## config.mk

```make
export PLATFORM = sky130hd
export DESIGN_NAME = prbs_sync_ctrl
export DESIGN_NICKNAME = d
export VERILOG_FILES = /design/src/rtl/prbs_sync_ctrl.sv
export SDC_FILE = /design/constraint.sdc
export NUM_CORES = 1
export LEC_CHECK = 0
export BUFFER_PORTS_ARGS = -buffer_cell sky130_fd_sc_hd__buf_4
export CELL_PAD_IN_SITES_DETAIL_PLACEMENT = 2
export CELL_PAD_IN_SITES_GLOBAL_PLACEMENT = 2
export CORE_MARGIN = 2
export CORE_UTILIZATION = 39
export DETAILED_ROUTE_END_ITERATION = 6
export MAX_ROUTING_LAYER = met4
export PLACE_DENSITY = 0.95
export SYNTH_ARGS = -nofsm -noshare
export SYNTH_HDL_FRONTEND = slang
export SYNTH_SLANG_ARGS = --single-unit
```

## constraint.sdc

```tcl
create_clock -name CK_i -period 4.6 [get_ports CK_i]
set_input_delay 1.38 -clock CK_i [delete_from_list [all_inputs] [get_ports CK_i]]
set_output_delay 1.38 -clock CK_i [all_outputs]
set_load 0.01 [all_outputs]
```

## src/rtl/prbs_sync_ctrl.sv

```systemverilog
// Sequencing controller for the x^25+x^22+1 PRBS receive checker: seed, flush, verify, lock, monitor.
// Optional macro PRBS_SYNC_AUTO_RESYNC_EN: loss of lock reseeds automatically instead of failing.
module prbs_sync_ctrl #(
  parameter int C_SEED_LEN  = 25,
  parameter int C_LOCK_LEN  = 64,
  parameter int C_MAX_RETRY = 7,
  parameter int C_WIN_LEN   = 256,
  parameter int C_LOSS_THR  = 8,
  parameter int C_ERR_W     = 16
) (
  input  logic               CK_i,
  input  logic               XARST_i,
  input  logic               CK_EE_i,
  input  logic               START_i,
  input  logic               STOP_i,
  input  logic               CMP_i,
  output logic               BUS_RX_MODE_o,
  output logic               LOCK_o,
  output logic               FAIL_o,
  output logic [2:0]         STATE_o,
  output logic [2:0]         RETRY_o,
  output logic [C_ERR_W-1:0] ERR_CNT_o,
  output logic [C_ERR_W-1:0] BIT_CNT_o
);

  localparam int SEED_W  = (C_SEED_LEN > 1) ? $clog2(C_SEED_LEN) : 1;
  localparam int MATCH_W = $clog2(C_LOCK_LEN + 1);
  localparam int WIN_W   = (C_WIN_LEN > 1) ? $clog2(C_WIN_LEN) : 1;
  localparam int LOSS_W  = $clog2(C_LOSS_THR + 1);

  typedef enum logic [2:0] {
    ST_IDLE   = 3'd0,
    ST_SEED   = 3'd1,
    ST_FLUSH  = 3'd2,
    ST_VERIFY = 3'd3,
    ST_LOCKED = 3'd4,
    ST_FAIL   = 3'd5
  } state_t;

  state_t               state_reg;
  logic [SEED_W-1:0]    seed_cnt_reg;
  logic [MATCH_W-1:0]   match_cnt_reg;
  logic [WIN_W-1:0]     win_cnt_reg;
  logic [LOSS_W-1:0]    win_err_reg;
  logic [2:0]           retry_reg;
  logic [C_ERR_W-1:0]   err_cnt_reg;
  logic [C_ERR_W-1:0]   bit_cnt_reg;
  logic                 rx_mode_reg;
  logic                 lock_reg;
  logic                 fail_reg;

  logic [MATCH_W-1:0]   match_cnt_next;
  logic                 win_wrap;
  logic [LOSS_W-1:0]    win_err_next;
  logic                 loss_of_lock;
  logic [C_ERR_W-1:0]   err_cnt_next;
  logic [C_ERR_W-1:0]   bit_cnt_next;

  // A mismatch on the wrap cycle belongs to the window that is just starting.
  always_comb begin
    match_cnt_next = match_cnt_reg + MATCH_W'(1);
    win_wrap       = (win_cnt_reg == WIN_W'(C_WIN_LEN - 1));
    win_err_next   = (win_wrap ? '0 : win_err_reg) + (CMP_i ? LOSS_W'(0) : LOSS_W'(1));
    loss_of_lock   = !CMP_i && (win_err_next == LOSS_W'(C_LOSS_THR));
    err_cnt_next   = (&err_cnt_reg) ? err_cnt_reg : err_cnt_reg + C_ERR_W'(1);
    bit_cnt_next   = (&bit_cnt_reg) ? bit_cnt_reg : bit_cnt_reg + C_ERR_W'(1);
  end

  always_ff @(posedge CK_i or negedge XARST_i) begin
    if (!XARST_i) begin
      state_reg     <= ST_IDLE;
      seed_cnt_reg  <= '0;
      match_cnt_reg <= '0;
      win_cnt_reg   <= '0;
      win_err_reg   <= '0;
      retry_reg     <= '0;
      err_cnt_reg   <= '0;
      bit_cnt_reg   <= '0;
      rx_mode_reg   <= 1'b0;
      lock_reg      <= 1'b0;
      fail_reg      <= 1'b0;
    end else if (CK_EE_i) begin
      if (STOP_i) begin
        state_reg   <= ST_IDLE;
        rx_mode_reg <= 1'b0;
        lock_reg    <= 1'b0;
      end else if (START_i) begin
        state_reg    <= ST_SEED;
        seed_cnt_reg <= '0;
        rx_mode_reg  <= 1'b1;
        lock_reg     <= 1'b0;
        retry_reg    <= 3'd1;
        err_cnt_reg  <= '0;
        bit_cnt_reg  <= '0;
        fail_reg     <= 1'b0;
      end else begin
        case (state_reg)
          ST_SEED: begin
            if (seed_cnt_reg == SEED_W'(C_SEED_LEN - 1)) begin
              state_reg   <= ST_FLUSH;
              rx_mode_reg <= 1'b0;
            end else begin
              seed_cnt_reg <= seed_cnt_reg + SEED_W'(1);
            end
          end
          // CMP_i still reflects the seeding phase here, so it is not looked at.
          ST_FLUSH: begin
            state_reg     <= ST_VERIFY;
            match_cnt_reg <= '0;
          end
          ST_VERIFY: begin
            if (CMP_i) begin
              if (match_cnt_next == MATCH_W'(C_LOCK_LEN)) begin
                state_reg   <= ST_LOCKED;
                lock_reg    <= 1'b1;
                win_cnt_reg <= '0;
                win_err_reg <= '0;
              end else begin
                match_cnt_reg <= match_cnt_next;
              end
            end else if (retry_reg < 3'(C_MAX_RETRY)) begin
              retry_reg    <= retry_reg + 3'd1;
              state_reg    <= ST_SEED;
              seed_cnt_reg <= '0;
              rx_mode_reg  <= 1'b1;
            end else begin
              state_reg <= ST_FAIL;
              fail_reg  <= 1'b1;
            end
          end
          ST_LOCKED: begin
            bit_cnt_reg <= bit_cnt_next;
            if (!CMP_i) err_cnt_reg <= err_cnt_next;
            win_cnt_reg <= win_wrap ? '0 : win_cnt_reg + WIN_W'(1);
            win_err_reg <= win_err_next;
            if (loss_of_lock) begin
              lock_reg <= 1'b0;
`ifdef PRBS_SYNC_AUTO_RESYNC_EN
              state_reg    <= ST_SEED;
              seed_cnt_reg <= '0;
              rx_mode_reg  <= 1'b1;
              retry_reg    <= 3'd1;
`else
              state_reg <= ST_FAIL;
              fail_reg  <= 1'b1;
`endif
            end
          end
          default: ;
        endcase
      end
    end
  end

  assign BUS_RX_MODE_o = rx_mode_reg;
  assign LOCK_o        = lock_reg;
  assign FAIL_o        = fail_reg;
  assign STATE_o       = state_reg;
  assign RETRY_o       = retry_reg;
  assign ERR_CNT_o     = err_cnt_reg;
  assign BIT_CNT_o     = bit_cnt_reg;

endmodule

```

==> results of run 1 <==
==> power by group through the flow <==
stage / Combinational [mW] / Sequential, mW / Clock, mW
5_1_grt: 0.277 / 0.688 / 0.612
3_3_place_gp: 0.227 / 0.683 / 0
6_report: 0.250 / 0.681 / 0.580
2_1_floorplan: 0.139 / 0.676 / 0
4_1_cts: 0.252 / 0.678 / 0.591
3_5_place_dp: 0.244 / 0.687 / 0
==> layout make-up <==
| cell class | count | area share (%) |
|---|---|---|
| Sequential cell | 65 | 36.3 |
| Clock buffer | 10 | 3.07 |
| Timing Repair Buffer | 47 | 7.88 |
| Inverter | 14 | 1.17 |
| Tap cell | 133 | 3.72 |
| Multi-Input combinational cell | 320 | 45.8 |
| Clock inverter | 6 | 2.04 |
==> cells by family (layout without fill, tap and decap cells) <==
family | after synthesis | count (layout) | share of synthesized area [%]
AND/OR/NAND/NOR | 170 | 170 | 24.9
adder cells (fa/ha/maj) | 9 | 9 | 2.96
XOR/XNOR | 8 | 8 | 1.84
AO/OA/AOI/OAI | 127 | 127 | 22.5
multiplexers | 6 | 6 | 1.71
buffers and inverters | 30 | 77 | 3.32
flip-flops | 65 | 65 | 42.7
==> routing by layer <==
layer | share of wire (%) | vias up | track usage, % | routed length, microns
li1 | - | 1639 | - | -
met5 | 0 | - | - | 0
met4 | 1.2 | 0 | 7.69 | 147
met2 | 53 | 69 | 47.5 | 6680
met1 | 43 | 1829 | 31.9 | 5470
met3 | 3.2 | 14 | 3.86 | 412
==> cell usage after synthesis, drive strengths merged (4+ instances only) <==
cell,instances
nor4,5
and2,6
nand4,8
clkbuf,9
nor2,21
mux2i,5
ha,9
a21bo,4
or3,7
buf,7
nand2b,7
inv,14
a31oi,8
or4,6
o31ai,15
xnor2,7
nor3,9
nand2,42
a21oi,30
nand3,21
nor4b,4
dfrtp,65
and3,11
nor2b,5
o21ai,37
a21o,5
==> worst paths after layout <==
| path | end | slack [ps] | startpoint | depth (start not counted) |
|---|---|---|---|---|
| min in group asynchronous | ERR_CNT_o[11] | 1090 | XARST_i | 1 |
| setup / recovery | STATE_o[2] | 1280 | win_cnt_reg[0] | 11 |
| hold / removal | match_cnt_reg[6] | 500 | match_cnt_reg[6] | 1 |
| setup reg to reg | STATE_o[2] | 1280 | win_cnt_reg[0] | 11 |
| max in group asynchronous | win_cnt_reg[7] | 2900 | XARST_i | 1 |
| hold reg to reg | match_cnt_reg[6] | 500 | match_cnt_reg[6] | 1 |
==> critical path, stage by stage (launching register included) <==
cell and delay [ps]:
dfrtp_1 430, ha_1 310, nand4_1 190, nor2_1 350, nor2b_1 90, ha_1 230
ha_1 310, nor3_1 200, nand3_1 120, o31ai_1 520, nor3_1 140, a221o_1 300
==> results.py, run 1 <==
metrics = {
    "floorplanning": {
        "ioPinCount": 47,
        "floorplan.rows": 36,
        "core_area_sq_mm": 0.00964,
        "dieArea_sq_mm": 0.0106,
        "initial_core_util_pct": 39.5,
        "fp.dieH_microns": 103,
        "die_w_microns": 103,
    },
    "job": {
        "maxCapViolCount": 0,
    },
    "timing": {
        "fin_crit_sh_pct": 72.2,
        "hold_viol": 0,
        "slew_headroom_pct": 25.6,
        "skew_ps": 12.9,
        "fin_tns_setup_ps": 0,
        "setup_violations": 0,
        "clock.fmax_mhz": 301,
        "post-route-min-period_ps": 3320,
        "setup_ws_ps": 1280,
        "worst_hold_slack_ps": 502,
        "tightest_slew_ps": 1110,
        "rsz0062_at_grt": "false",
        "report.final.slew_viol_count": 0,
    },
    "synth": {
        "synth-edff-count": 0,
        "seq_area_frac_synth_pct": 42.7,
        "synthTopCellsByArea": "dfrtp_1 43%, o21ai_0 4.2%, nand2_1 4.0%",
        "ys.flop_type": "dfrtp_1",
        "syn_nets": 430,
        "synth_cell_types": 67,
        "ys.warnings.count": 0,
        "yosysTopAreaCellShare_pct": 42.7,
        "ys_ff_latch": 65,
        "netlist_area_sq_mm": 0.00380,
        "synth_cells": 415,
        "synth_area_leader_cell": "dfrtp_1",
        "synth-async-reset-ratio_pct": 100,
        "avgSynthCellArea_sq_um": 9.17,
    },
    "global_routing": {
        "grt_usage_pct": 26.9,
        "grt_pass1_vias": 3997,
        "antenna_found_initial": 0,
        "grt_start_max_net_pins": 66,
        "grt_first_pass_wirelength_microns": 21300,
        "grt_overflow_total": 0,
    },
    "clock_network": {
        "cts_tree": "built",
        "cts_buffers": 9,
        "clk_latency_ps": 370,
        "clk_path_buf_depth": 2,
        "cts_resized": 0,
        "cts_sinks": 65,
        "h-tree-depth": 3,
        "cts_root_buffer": "clkbuf_8",
        "ctsHoldBuffers": 0,
        "clk_pin_slew_worst_paths_ps": 80,
        "cts_setup_buffers": 0,
    },
    "route": {
        "firstDrtPassIters": 5,
        "vias_per_cell": 5.97,
        "drc": 0,
        "drt-total-wl_microns": 12700,
        "first_iter_violations": 142,
        "avgRoutedWirePerCell_microns": 21.4,
        "antenna_left": 0,
        "dr_total_vias": 3551,
    },
    "power": {
        "swShare_pct": 31.7,
        "switchingPower_mw": 0.478,
        "combPwrFrac_pct": 16.5,
        "p_per_area_mw_per_mm2": 337,
        "ir_worst_vdd_v": 0.000139,
        "seqPwrFrac_pct": 45.1,
        "fin_total_pwr_mw": 1.51,
        "internal-power_mw": 1.03,
        "power_leakage_nw": 1.93,
        "p_clk_share_pct": 38.4,
    },
    "layout": {
        "area_growth_pct": 17.7,
        "multi_input_area_sq_mm": 0.00205,
        "layout_common_cells": "65 x dfrtp_1, 47 x buf_4, 41 x nand2_1",
        "final_common_cell": "dfrtp_1",
        "n_antenna_cell": 0,
        "final_cell_area_sq_mm": 0.00448,
        "final_util_pct": 46.5,
        "drive_above_1_share_pct": 17.7,
        "fin_nets": 472,
        "fillCellCount": 1083,
        "instances_no_fill": 595,
        "final-seq-area_sq_mm": 0.00163,
    },
    "worst_setup_path": {
        "critPathArrivalTime_ps": 3560,
        "cp_data_required_time_ps": 4840,
        "cp-end-kind": "flop",
        "crit_type": "reg -> reg",
        "crit_path_max_fanout": 7,
        "startpoint_type": "flop",
    },
    "place": {
        "port_buffers": 46,
        "gp_congestion": 0.824,
        "dpl.hpwl_microns": 8380,
        "placed_cell_area_sq_mm": 0.00425,
        "dp_cells": 579,
        "pre_cts_slack_ps": 1160,
    },
    "outcome": {
        "status": "finished clean",
    },
    "hold_path": {
        "hold_path_class": "reg -> reg",
    },
}
Note: power is estimated with default switching activity, not from simulation.
==> inputs of run 2 (changes only) <==
- CORE_UTILIZATION: 39 -> 36
- PLACE_DENSITY: 0.95 -> 0.91
- clock period: 4.6 -> 3.13 ns (I/O delays scaled with it)
==> results.py, run 2 (synthesis results as in run 1) <==
metrics = {
    "route": {
        "dr_total_vias": 3526,
        "drc": 0,
        "firstDrtPassIters": 4,
        "drt-total-wl_microns": 11700,
        "antenna_left": 0,
        "avgRoutedWirePerCell_microns": 19.4,
        "first_iter_violations": 129,
        "vias_per_cell": 5.83,
    },
    "worst_setup_path": {
        "startpoint_type": "flop",
        "crit_type": "reg -> reg",
        "critPathArrivalTime_ps": 2970,
        "cp-end-kind": "flop",
        "cp_data_required_time_ps": 3370,
        "crit_path_max_fanout": 7,
    },
    "clock_network": {
        "clk_path_buf_depth": 2,
        "clk_pin_slew_worst_paths_ps": 70,
        "cts_root_buffer": "clkbuf_8",
        "clk_latency_ps": 360,
        "cts_tree": "built",
        "ctsHoldBuffers": 0,
        "cts_buffers": 9,
        "cts_sinks": 65,
        "h-tree-depth": 3,
    },
    "floorplanning": {
        "ioPinCount": 47,
        "initial_core_util_pct": 37.0,
        "die_w_microns": 107,
        "core_area_sq_mm": 0.0103,
        "floorplan.rows": 37,
        "fp.dieH_microns": 107,
        "dieArea_sq_mm": 0.0114,
    },
    "power": {
        "p_per_area_mw_per_mm2": 446,
        "combPwrFrac_pct": 17.9,
        "seqPwrFrac_pct": 50.2,
        "ir_worst_vdd_v": 0.000200,
        "swShare_pct": 33.1,
        "internal-power_mw": 1.33,
        "power_leakage_nw": 1.95,
        "switchingPower_mw": 0.659,
        "p_clk_share_pct": 31.8,
    },
    "layout": {
        "n_antenna_cell": 0,
        "fin_nets": 479,
        "layout_common_cells": "65 x dfrtp_1, 54 x buf_4, 41 x nand2_1",
        "drive_above_1_share_pct": 18.6,
        "final_cell_area_sq_mm": 0.00447,
        "final_common_cell": "dfrtp_1",
        "area_growth_pct": 17.4,
        "instances_no_fill": 605,
    },
    "place": {
        "dp_cells": 589,
        "pre_cts_slack_ps": 160,
        "gp_congestion": 0.832,
        "port_buffers": 46,
        "placed_cell_area_sq_mm": 0.00431,
        "dpl.hpwl_microns": 8480,
    },
    "timing": {
        "setup_ws_ps": 401,
        "hold_viol": 0,
        "clock.fmax_mhz": 366,
        "tightest_slew_ps": 1180,
        "skew_ps": 5.91,
        "slew_headroom_pct": 21.1,
        "worst_hold_slack_ps": 505,
        "fin_tns_setup_ps": 0,
        "rsz0062_at_grt": "false",
        "report.final.slew_viol_count": 0,
        "fin_crit_sh_pct": 87.2,
        "setup_violations": 0,
        "post-route-min-period_ps": 2730,
    },
    "global_routing": {
        "antenna_found_initial": 0,
        "grt_overflow_total": 0,
        "grt_use_met2_pct": 38.9,
        "grt_use_met1_pct": 26.7,
        "gr-max-usage-layer": "met2",
        "grt_usage_pct": 22.3,
        "grt_start_max_net_pins": 66,
        "grt_use_met3_pct": 3.16,
        "grt_first_pass_wirelength_microns": 19700,
        "grt_pass1_vias": 3840,
    },
    "hold_path": {
        "hold_path_class": "reg -> reg",
    },
    "job": {
        "maxCapViolCount": 0,
    },
    "outcome": {
        "status": "finished clean",
    },
}
[run 2: cell types whose count changed in the layout (fill, tap and decap cells not counted)]
cell	change
clkinv_2	+4
o31ai_1	-1
bufinv_16	-2
buf_4	+7
clkbuf_8	-1
o31ai_2	+1
clkinvlp_4	-3
clkinv_4	-1
clkbuf_1	+3
[run 2: what timing repair did]
item / in CTS / in global routing
gates resized for setup: 0 / 1
buffers inserted: 0 / 0
endpoints found under the setup margin: 0 / 1
[run 2: critical path: stages (launching register included)]
cell     delay (ps)
dfrtp_1         410
ha_1            310
nand4_1         140
nor2_1          160
nor2b_1          80
ha_1            210
ha_1            300
nor3_1          200
nand3_1         140
o31ai_2         320
nor3_1           80
a221o_1         270
[run 2: final timing paths]
check,startpoint,end,slack (ps),cells past startpoint
max,win_cnt_reg[0],STATE_o[2],400,11
min,win_err_reg[3],win_err_reg[3],510,2
max reg2reg,win_cnt_reg[0],STATE_o[2],400,11
min reg2reg,win_err_reg[3],win_err_reg[3],510,2
max in group asynchronous,XARST_i,win_cnt_reg[5],1860,1
min in group asynchronous,XARST_i,ERR_CNT_o[11],700,1
[run 2: per-stage QoR]
step | util [%] | total power, mW
floorplan | - | 1.20
global placement | 41.9 | 1.34
detailed placement | 41.9 | 1.38
CTS | 43.4 | 2.02
global route | 43.5 | 2.09
finish | 43.5 | 1.99
[run 2: metal layers]
| layer | wire length, microns | share of wire [%] | vias up |
|---|---|---|---|
| li1 | - | - | 1652 |
| met1 | 5230 | 44 | 1796 |
| met2 | 6000 | 51 | 62 |
| met3 | 349 | 3.0 | 16 |
| met4 | 168 | 1.4 | 0 |
| met5 | 0 | 0 | - |
[run 2: cell type report]
class	instances	area (sq um)
inverter	14	52.6
timing repair buffer	54	405
sequential	65	1630
clock inverter	4	20.0
fill	1165	5810
clock buffer	12	135
tap	136	170
multi-input combinational	320	2060
[run 2: power by group through the flow]
| stage | combinational, mW | clock (mW) | sequential [mW] |
|---|---|---|---|
| final | 0.357 | 0.634 | 1.00 |
| after global routing | 0.399 | 0.679 | 1.01 |
| after CTS | 0.365 | 0.652 | 1.00 |
| after detailed placement | 0.363 | 0 | 1.02 |
| after global placement | 0.339 | 0 | 1.01 |
| after floorplan | 0.204 | 0 | 0.993 |
